### config.mk
export PLATFORM = sky130hd
export DESIGN_NAME = cache_access_unit_flat
export DESIGN_NICKNAME = d
export VERILOG_FILES = /design/src/rtl/cache_access_unit_if.sv /design/src/rtl/cache_access_unit.sv /design/src/flat_wrapper.sv
export SDC_FILE = /design/constraint.sdc
export NUM_CORES = 1
export LEC_CHECK = 0
export BUFFER_PORTS_ARGS = -buffer_cell sky130_fd_sc_hd__buf_4
export CAP_MARGIN = 20
export CELL_PAD_IN_SITES_DETAIL_PLACEMENT = 1
export CELL_PAD_IN_SITES_GLOBAL_PLACEMENT = 1
export CORE_ASPECT_RATIO = 0.5
export CORE_MARGIN = 5
export CORE_UTILIZATION = 30
export CTS_CLUSTER_SIZE = 8
export DETAILED_ROUTE_END_ITERATION = 8
export PLACE_DENSITY_LB_ADDON = 0.1
export SYNTH_ARGS = -nofsm -noshare
export SYNTH_HDL_FRONTEND = slang
export SYNTH_SLANG_ARGS = --single-unit
### constraint.sdc
create_clock -name CLK_I -period 3.9 [get_ports CLK_I]
set_input_delay 0.78 -clock CLK_I [delete_from_list [all_inputs] [get_ports CLK_I]]
set_output_delay 0.78 -clock CLK_I [all_outputs]
set_load 0.02 [all_outputs]
### src/rtl/cache_access_unit_if.sv
// Request, cache and register-file write-port signals of cache_access_unit.
// slave is the sequencer's view; master is the surrounding register file, cache and requester.
interface cache_access_unit_if #(
  parameter int DATA_WIDTH         = 32,
  parameter int REGFILE_ADDR_WIDTH = 4
);
  logic                          REQ_VALID_I;
  logic                          REQ_READY_O;
  logic                          REQ_WRITE_I;
  logic [DATA_WIDTH-1:0]         REQ_ADDR_I;
  logic [DATA_WIDTH-1:0]         REQ_DATA_I;
  logic [REGFILE_ADDR_WIDTH-1:0] REQ_DEST_I;
  logic                          CACHE_VALID_O;
  logic                          CACHE_WR_O;
  logic [DATA_WIDTH-1:0]         CACHE_ADDR_O;
  logic [DATA_WIDTH-1:0]         CACHE_DATA_O;
  logic                          CACHE_ACK_I;
  logic [DATA_WIDTH-1:0]         CACHE_DATA_I;
  logic                          WR_PORT_EN_O;
  logic [REGFILE_ADDR_WIDTH-1:0] WR_PORT_ADDR_O;
  logic [DATA_WIDTH-1:0]         WR_PORT_DATA_O;
  logic                          BUSY_O;
  logic                          ERROR_O;

  modport slave (
    input  REQ_VALID_I, REQ_WRITE_I, REQ_ADDR_I, REQ_DATA_I, REQ_DEST_I,
    input  CACHE_ACK_I, CACHE_DATA_I,
    output REQ_READY_O, CACHE_VALID_O, CACHE_WR_O, CACHE_ADDR_O, CACHE_DATA_O,
    output WR_PORT_EN_O, WR_PORT_ADDR_O, WR_PORT_DATA_O, BUSY_O, ERROR_O
  );

  modport master (
    output REQ_VALID_I, REQ_WRITE_I, REQ_ADDR_I, REQ_DATA_I, REQ_DEST_I,
    output CACHE_ACK_I, CACHE_DATA_I,
    input  REQ_READY_O, CACHE_VALID_O, CACHE_WR_O, CACHE_ADDR_O, CACHE_DATA_O,
    input  WR_PORT_EN_O, WR_PORT_ADDR_O, WR_PORT_DATA_O, BUSY_O, ERROR_O
  );
endinterface

### src/rtl/cache_access_unit.sv
// Load/store sequencer between the register file and the data cache.
// Optional cache wait timeout with sticky error: define CACHE_TIMEOUT_EN.
module cache_access_unit #(
  parameter int DATA_WIDTH         = 32,
  parameter int REGFILE_ADDR_WIDTH = 4,
  parameter int TIMEOUT_CYCLES     = 255
) (
  input  logic                CLK_I,
  input  logic                RST_I,
  input  logic                EN_I,
  cache_access_unit_if.slave  bus
);

  typedef enum logic [1:0] {IDLE, ISSUE, WRBACK} state_e;

  if (TIMEOUT_CYCLES < 1 || TIMEOUT_CYCLES > 65535) begin : g_bad_timeout
    $error("TIMEOUT_CYCLES must be in 1..65535");
  end

  state_e                        state_q, state_d;
  logic                          wr_q, wr_d;
  logic [DATA_WIDTH-1:0]         addr_q, addr_d;
  logic [DATA_WIDTH-1:0]         wdata_q, wdata_d;
  logic [DATA_WIDTH-1:0]         rdata_q, rdata_d;
  logic [REGFILE_ADDR_WIDTH-1:0] dest_q, dest_d;
`ifdef CACHE_TIMEOUT_EN
  localparam logic [15:0] TIMEOUT_LIMIT = 16'(TIMEOUT_CYCLES);
  logic [15:0] cnt_q, cnt_d;
  logic        error_q, error_d;
`endif

  always_comb begin
    state_d = state_q;
    wr_d    = wr_q;
    addr_d  = addr_q;
    wdata_d = wdata_q;
    rdata_d = rdata_q;
    dest_d  = dest_q;
`ifdef CACHE_TIMEOUT_EN
    cnt_d   = cnt_q;
    error_d = error_q;
`endif
    // With EN_I low nothing moves, including a pending ack.
    if (EN_I) begin
      case (state_q)
        IDLE: begin
          if (bus.REQ_VALID_I) begin
            wr_d    = bus.REQ_WRITE_I;
            addr_d  = bus.REQ_ADDR_I;
            wdata_d = bus.REQ_DATA_I;
            dest_d  = bus.REQ_DEST_I;
            state_d = ISSUE;
`ifdef CACHE_TIMEOUT_EN
            cnt_d   = '0;
`endif
          end
        end
        ISSUE: begin
          if (bus.CACHE_ACK_I) begin
            if (wr_q) begin
              state_d = IDLE;
            end else begin
              rdata_d = bus.CACHE_DATA_I;
              state_d = WRBACK;
            end
          end
`ifdef CACHE_TIMEOUT_EN
          else if (cnt_q + 16'd1 == TIMEOUT_LIMIT) begin
            error_d = 1'b1;
            state_d = IDLE;
          end else begin
            cnt_d = cnt_q + 16'd1;
          end
`endif
        end
        WRBACK:  state_d = IDLE;
        default: state_d = IDLE;
      endcase
    end
  end

  always_ff @(posedge CLK_I) begin
    if (RST_I) begin
      state_q <= IDLE;
      wr_q    <= 1'b0;
      addr_q  <= '0;
      wdata_q <= '0;
      rdata_q <= '0;
      dest_q  <= '0;
`ifdef CACHE_TIMEOUT_EN
      cnt_q   <= '0;
      error_q <= 1'b0;
`endif
    end else begin
      state_q <= state_d;
      wr_q    <= wr_d;
      addr_q  <= addr_d;
      wdata_q <= wdata_d;
      rdata_q <= rdata_d;
      dest_q  <= dest_d;
`ifdef CACHE_TIMEOUT_EN
      cnt_q   <= cnt_d;
      error_q <= error_d;
`endif
    end
  end

  assign bus.REQ_READY_O    = (state_q == IDLE);
  assign bus.BUSY_O         = (state_q != IDLE);
  assign bus.CACHE_VALID_O  = (state_q == ISSUE);
  assign bus.CACHE_WR_O     = (state_q == ISSUE) && wr_q;
  assign bus.CACHE_ADDR_O   = addr_q;
  assign bus.CACHE_DATA_O   = wdata_q;
  assign bus.WR_PORT_EN_O   = (state_q == WRBACK);
  assign bus.WR_PORT_ADDR_O = dest_q;
  assign bus.WR_PORT_DATA_O = rdata_q;
`ifdef CACHE_TIMEOUT_EN
  assign bus.ERROR_O        = error_q;
`else
  assign bus.ERROR_O        = 1'b0;
`endif

endmodule
### src/flat_wrapper.sv
// flat-port wrapper written by rule: the top's interface ports become plain ports
module cache_access_unit_flat 
#(
  parameter int DATA_WIDTH         = 32,
  parameter int REGFILE_ADDR_WIDTH = 4,
  parameter int TIMEOUT_CYCLES     = 255
)
  (CLK_I, RST_I, EN_I, bus_REQ_VALID_I, bus_REQ_WRITE_I, bus_REQ_ADDR_I, bus_REQ_DATA_I, bus_REQ_DEST_I, bus_CACHE_ACK_I, bus_CACHE_DATA_I, bus_REQ_READY_O, bus_CACHE_VALID_O, bus_CACHE_WR_O, bus_CACHE_ADDR_O, bus_CACHE_DATA_O, bus_WR_PORT_EN_O, bus_WR_PORT_ADDR_O, bus_WR_PORT_DATA_O, bus_BUSY_O, bus_ERROR_O);
  cache_access_unit_if #(.DATA_WIDTH(DATA_WIDTH), .REGFILE_ADDR_WIDTH(REGFILE_ADDR_WIDTH)) bus_i ();
  input  logic CLK_I;
  input  logic RST_I;
  input  logic EN_I;
  input wire logic [$bits(bus_i.REQ_VALID_I)-1:0] bus_REQ_VALID_I;
  input wire logic [$bits(bus_i.REQ_WRITE_I)-1:0] bus_REQ_WRITE_I;
  input wire logic [$bits(bus_i.REQ_ADDR_I)-1:0] bus_REQ_ADDR_I;
  input wire logic [$bits(bus_i.REQ_DATA_I)-1:0] bus_REQ_DATA_I;
  input wire logic [$bits(bus_i.REQ_DEST_I)-1:0] bus_REQ_DEST_I;
  input wire logic [$bits(bus_i.CACHE_ACK_I)-1:0] bus_CACHE_ACK_I;
  input wire logic [$bits(bus_i.CACHE_DATA_I)-1:0] bus_CACHE_DATA_I;
  output wire logic [$bits(bus_i.REQ_READY_O)-1:0] bus_REQ_READY_O;
  output wire logic [$bits(bus_i.CACHE_VALID_O)-1:0] bus_CACHE_VALID_O;
  output wire logic [$bits(bus_i.CACHE_WR_O)-1:0] bus_CACHE_WR_O;
  output wire logic [$bits(bus_i.CACHE_ADDR_O)-1:0] bus_CACHE_ADDR_O;
  output wire logic [$bits(bus_i.CACHE_DATA_O)-1:0] bus_CACHE_DATA_O;
  output wire logic [$bits(bus_i.WR_PORT_EN_O)-1:0] bus_WR_PORT_EN_O;
  output wire logic [$bits(bus_i.WR_PORT_ADDR_O)-1:0] bus_WR_PORT_ADDR_O;
  output wire logic [$bits(bus_i.WR_PORT_DATA_O)-1:0] bus_WR_PORT_DATA_O;
  output wire logic [$bits(bus_i.BUSY_O)-1:0] bus_BUSY_O;
  output wire logic [$bits(bus_i.ERROR_O)-1:0] bus_ERROR_O;
  assign bus_i.REQ_VALID_I = bus_REQ_VALID_I;
  assign bus_i.REQ_WRITE_I = bus_REQ_WRITE_I;
  assign bus_i.REQ_ADDR_I = bus_REQ_ADDR_I;
  assign bus_i.REQ_DATA_I = bus_REQ_DATA_I;
  assign bus_i.REQ_DEST_I = bus_REQ_DEST_I;
  assign bus_i.CACHE_ACK_I = bus_CACHE_ACK_I;
  assign bus_i.CACHE_DATA_I = bus_CACHE_DATA_I;
  assign bus_REQ_READY_O = bus_i.REQ_READY_O;
  assign bus_CACHE_VALID_O = bus_i.CACHE_VALID_O;
  assign bus_CACHE_WR_O = bus_i.CACHE_WR_O;
  assign bus_CACHE_ADDR_O = bus_i.CACHE_ADDR_O;
  assign bus_CACHE_DATA_O = bus_i.CACHE_DATA_O;
  assign bus_WR_PORT_EN_O = bus_i.WR_PORT_EN_O;
  assign bus_WR_PORT_ADDR_O = bus_i.WR_PORT_ADDR_O;
  assign bus_WR_PORT_DATA_O = bus_i.WR_PORT_DATA_O;
  assign bus_BUSY_O = bus_i.BUSY_O;
  assign bus_ERROR_O = bus_i.ERROR_O;
  cache_access_unit #(.DATA_WIDTH(DATA_WIDTH), .REGFILE_ADDR_WIDTH(REGFILE_ADDR_WIDTH), .TIMEOUT_CYCLES(TIMEOUT_CYCLES)) u_core (.CLK_I(CLK_I), .RST_I(RST_I), .EN_I(EN_I), .bus(bus_i));
endmodule
* Word level (Yosys, flattened, before mapping)
Index checks and enable logic that the tools add are counted.
Widths: inputs -> output; s select.
** Word-level totals
- Bits in registers :: 103
- Input port bits :: 106
- Output and inout port bits :: 106
- Logic and storage cells :: 21
** Operators by class
- Eq/ne operators :: 4
- Multiplexer cells :: 4
- Bitwise gates (word level) :: 1
- Reductions and logical operators :: 6
** Operators with widths (number)
- $mux 2 :: 3
- $reduce_and 3->1 :: 2
- $ne 2x2->1 const B :: 2
- $pmux 2 s2 :: 1
- $reduce_and 4->1 :: 1
- $eq 2x1->1 const B :: 1
- $eq 2x2->1 const B :: 1
- $logic_not 2->1 :: 1
- $reduce_bool 2->1 :: 1
- $logic_and 1x1->1 :: 1
- $not 1->1 :: 1

* Depth between registers and ports, before layout
- Depth in word-level cells :: 3
- Mapped depth :: 6

* Least setup slack after synthesis
Ideal clock, no wire load.
- Path type :: flip-flop to output port
- Start :: reg u_core.state_q[1]
- End :: out bus_REQ_READY_O
- Arrival :: 0.879 ns
- Required time :: 3.120 ns
- Slack :: 2.241 ns
- Cell stages (with the launch flop) :: 3
- Path buffers :: 0
- Cells stage by stage :: dfxtp_1 -> or2_2 -> inv_1
** Between the ends
- Longest elaborated chain between the ends :: 1
** RTL lines
- start, declared :: RTL line cache_access_unit.sv:20 : state_e state_q, state_d;
- start signal, assigned :: RTL line cache_access_unit.sv:95 : state_q <= state_d;
- $logic_not 2->1 :: RTL line cache_access_unit.sv:108 : assign bus.REQ_READY_O = (state_q == IDLE);
- end, declared :: RTL line flat_wrapper.sv:20 : output wire logic [$bits(bus_i.REQ_READY_O)-1:0] bus_REQ_READY_O;
Every way passes these cells.

* Worst setup path in the final report
Same ends and word-level chain as after synthesis.

==> metrics.md <==
| Metric | Value |
|---|---|
| Die X | approximately 180 um |
| Antenna violations before repair | 0 |
| Chip Height | 93.16 um |
| Kind of cell adding the most delay to the critical path | flip-flops |
| Critical-path maximum fanout | 7 |
| Gpl congestion | 0.7020 |
| Area after DPL | just under 0.006 mm^2 |
| HPWL after detailed placement | between 8 and 9 mm |
| Critical-path cell list | or2_2 -> inv_1 -> buf_4 |
| # IOs | 212 |
| Initial Util | 30.62% |
| Layout net count | 752 |
| Die area | 0.01642 mm^2 |
| CP bufs+invs | 2 |
| Clk_lat worst skew | 0.34 ns |
| Layout cells sized above 1 | between 40 and 50% |
| Max_cap viols | 0 |
| Req. time, crit path | 3.12 ns |
| Unrepaired setup endpoints after global routing | no |
| IO buf count | 210 |
| Fin Hold WS | approximately 0.45 ns |
| Power Density | 403.4 mW/mm^2 |
| Num CTS Buffers | 9 |
| Core box area | 0.01355 mm^2 |
| Setup TNS | 0 ns |
| Total grt overflow | 0 |
| DRC | 0 |
| Vias in the first global route | 3762 |
| Worst path depth | 3 |
| Synth warn | 0 |
| Syn Area/Cell | between 9 and 10 um^2 |
| Via Count | 3612 |
| Crit-path slowest cell | dfxtp_1 |
| # placed instances | around 830 |
| # Post-CTS Setup Buffers | 0 |
| Netlist cell types | 26 |
| Root Driver | clkbuf_16 |
| Design area | 0.006091 mm^2 |
| TritonCTS clock tree | built |
| Slew Limit Fails | 0 |
| GRT Overall Usage | 14.67% |
| CTS max path bufs | 2 |
| Synthesis-stage register bit count | 103 |
| Row cnt | 30 |
| Max-Slew Margin vs Limit | 29.70% |
| Vias per inst | roughly 4.3 |
| Hold Buf Count CTS | 0 |
| Avg WL per Cell | 14.79 um |
| Mapped Area | 0.004149 mm^2 |
| Final hold vios | 0 |
| # fillers | 1595 |
| Drt pass-1 iters | 4 |
| Largest net degree at the start of global routing | 95 |
| CP Launch Type | flip-flop |
| Post-DRT Antenna Nets | 0 |
| Post-synth top area share | 49.70% |
| CP Capture Type | output port |
| Yosys top cell by area | dfxtp_1 |
| Layout Cells excl Fill | approximately 840 |
| Worst hold path class | reg -> reg |
| Worst-Margin Slew | 1.055 ns |
| Outcome | complete, no violations |
| Maximum clock rate | ~500 MHz |
| DRC marker count from the first detailed-route iteration | 128 |
| Tmin final | 2.025 ns |
| Worst R2R Path Depth | 3 |
| Delay of the slowest cell on the worst path | approximately 0.38 ns |
| Diode count | 0 |
| DRT Wirelength | approximately 12 mm |
| First-pass GRT wire length | 19.38 mm |
| Final setup vio count | 0 |
| WP data arrival | 1.25 ns |
| Syn Inst Count | 457 |
| Hold path depth | 2 |
| CTS HTree Levels | 3 |
| Crit path kind | reg -> out |
| Clock-pin transition on the worst setup and hold timing paths | around 0.070 ns |
| Sequential share of the synthesized area | 49.70% |
| VDD IR-drop max | between 0.15 and 0.2 mV |
| Leakage | 2.602 nW |
| Mapped Nets | 563 |
| Clock Skew | 0.01347 ns |
| Top post-synthesis cells by area | dfxtp_1 (50%), nand2_1 (13%), or2b_2 (10%) |
| Post_cts resized | 0 |
| Final worst-path cycle share | 51.93% |
| Layout area overhead | 46.80% |
| Clk sinks | a little over 100 |
==> per-stage QoR <==
stage	utilization [%]	setup WS (ns)	power, W
2_1_floorplan	-	2.241	0.001331
3_3_place_gp	42.59	1.655	0.001503
3_5_place_dp	42.59	1.588	0.001509
4_1_cts	44.95	1.838	0.002505
5_1_grt	44.95	1.773	0.002582
6_report	44.95	1.875	0.002457
==> registers in the layout, indices dropped and copies added, names as in the netlist <==
signal and count:
u_core.bus.CACHE_ADDR_O 32, u_core.bus.CACHE_DATA_O 32, u_core.bus.WR_PORT_ADDR_O 4, u_core.bus.WR_PORT_DATA_O 32, u_core.state_q 2, u_core.wr_q 1
==> per-layer routing <==
| metal | global-route usage [%] | share of wire (%) | up-vias |
|---|---|---|---|
| met4 | 2.853 | 0.80 | 0 |
| met5 | 0 | 0 | - |
| met1 | 17.29 | 44 | 1659 |
| met2 | 24.94 | 47 | 110 |
| li1 | - | - | 1833 |
| met3 | 6.624 | 8.1 | 10 |
==> worst reg2reg max path, stage by stage (launching register included) <==
cell,delay [ns]
dfxtp_1,0.43
nor2b_4,0.19
and4b_2,0.95
mux2i_1,0.35
==> logic make-up after synthesis <==
family	after synthesis	synth area share [%]
and+or+nand+nor	212	27.23
DFF	103	49.70
AOI/OAI and AO/OA	71	8.746
buffers and inverters	37	6.242
muxes	33	7.992
other	1	0.09038
==> synthesized netlist by cell type <==
| cell | count |
|---|---|
| and4bb_1 | 1 |
| inv_1 | 1 |
| and2b_2 | 1 |
| nor2b_1 | 1 |
| or3b_2 | 1 |
| dfxtp_1 | 103 |
| or2_2 | 1 |
| dlymetal6s2s_1 | 1 |
| or2b_2 | 49 |
| buf_6 | 5 |
| nand2_1 | 139 |
| conb_1 | 1 |
| buf_4 | 3 |
| and2_2 | 1 |
| nand2b_1 | 15 |
| nand4bb_1 | 1 |
| and4b_1 | 1 |
| mux2i_1 | 32 |
| o31ai_1 | 1 |
| nor2b_4 | 1 |
| clkbuf_1 | 13 |
| mux2_2 | 1 |
| o21ba_2 | 1 |
| buf_12 | 3 |
| buf_2 | 11 |
| a21oi_1 | 69 |
==> area by class of cell <==
type / count / area [um^2] / share of cell area, %
clock inverters: 6 / 91.34 / 1.500
clock buffers: 10 / 229.0 / 3.759
multi-input cells: 317 / 1846 / 30.30
repair buffers: 214 / 1619 / 26.58
well taps: 192 / 240.2 / 3.944
flip-flops and latches: 103 / 2062 / 33.85
inverters: 1 / 3.754 / 0.06163
==> path summary, 6_finish.rpt <==
kind / slack, ns / endpoint / startpoint
worst max-delay path: 1.87 / bus_REQ_READY_O / u_core.state_q[1]
worst min-delay path: 0.45 / u_core.bus.CACHE_ADDR_O[11] / u_core.bus.CACHE_ADDR_O[11]
worst max register to register: 1.90 / u_core.bus.WR_PORT_DATA_O[23] / u_core.state_q[0]
worst min register to register: 0.45 / u_core.bus.CACHE_ADDR_O[11] / u_core.bus.CACHE_ADDR_O[11]
==> layout by cell type, fill, tap and decap left out, drive strengths merged <==
cell type  Yosys  routed
dfxtp        103     103
and4bb         1       1
o21ba          1       1
nand2        139     139
bufinv         0       2
clkbuf        13      10
or2            1       1
nand4bb        1       1
a21oi         69      69
o31ai          1       1
and2b          1       1
or3b           1       1
nor2b          2       2
buf           22     214
or2b          49      49
clkinv         0       1
nand2b        15      15
and4b          1       1
mux2i         32      32
mux2           1       1
conb           1       1
and2           1       1
inv            1       4
==> where the power goes <==
part,switching [W],internal [W]
clock,0.000410,0.000570
combinational,0.000182,0.000178
sequential,0.0000231,0.00110
(Power assumes the default switching activity.)
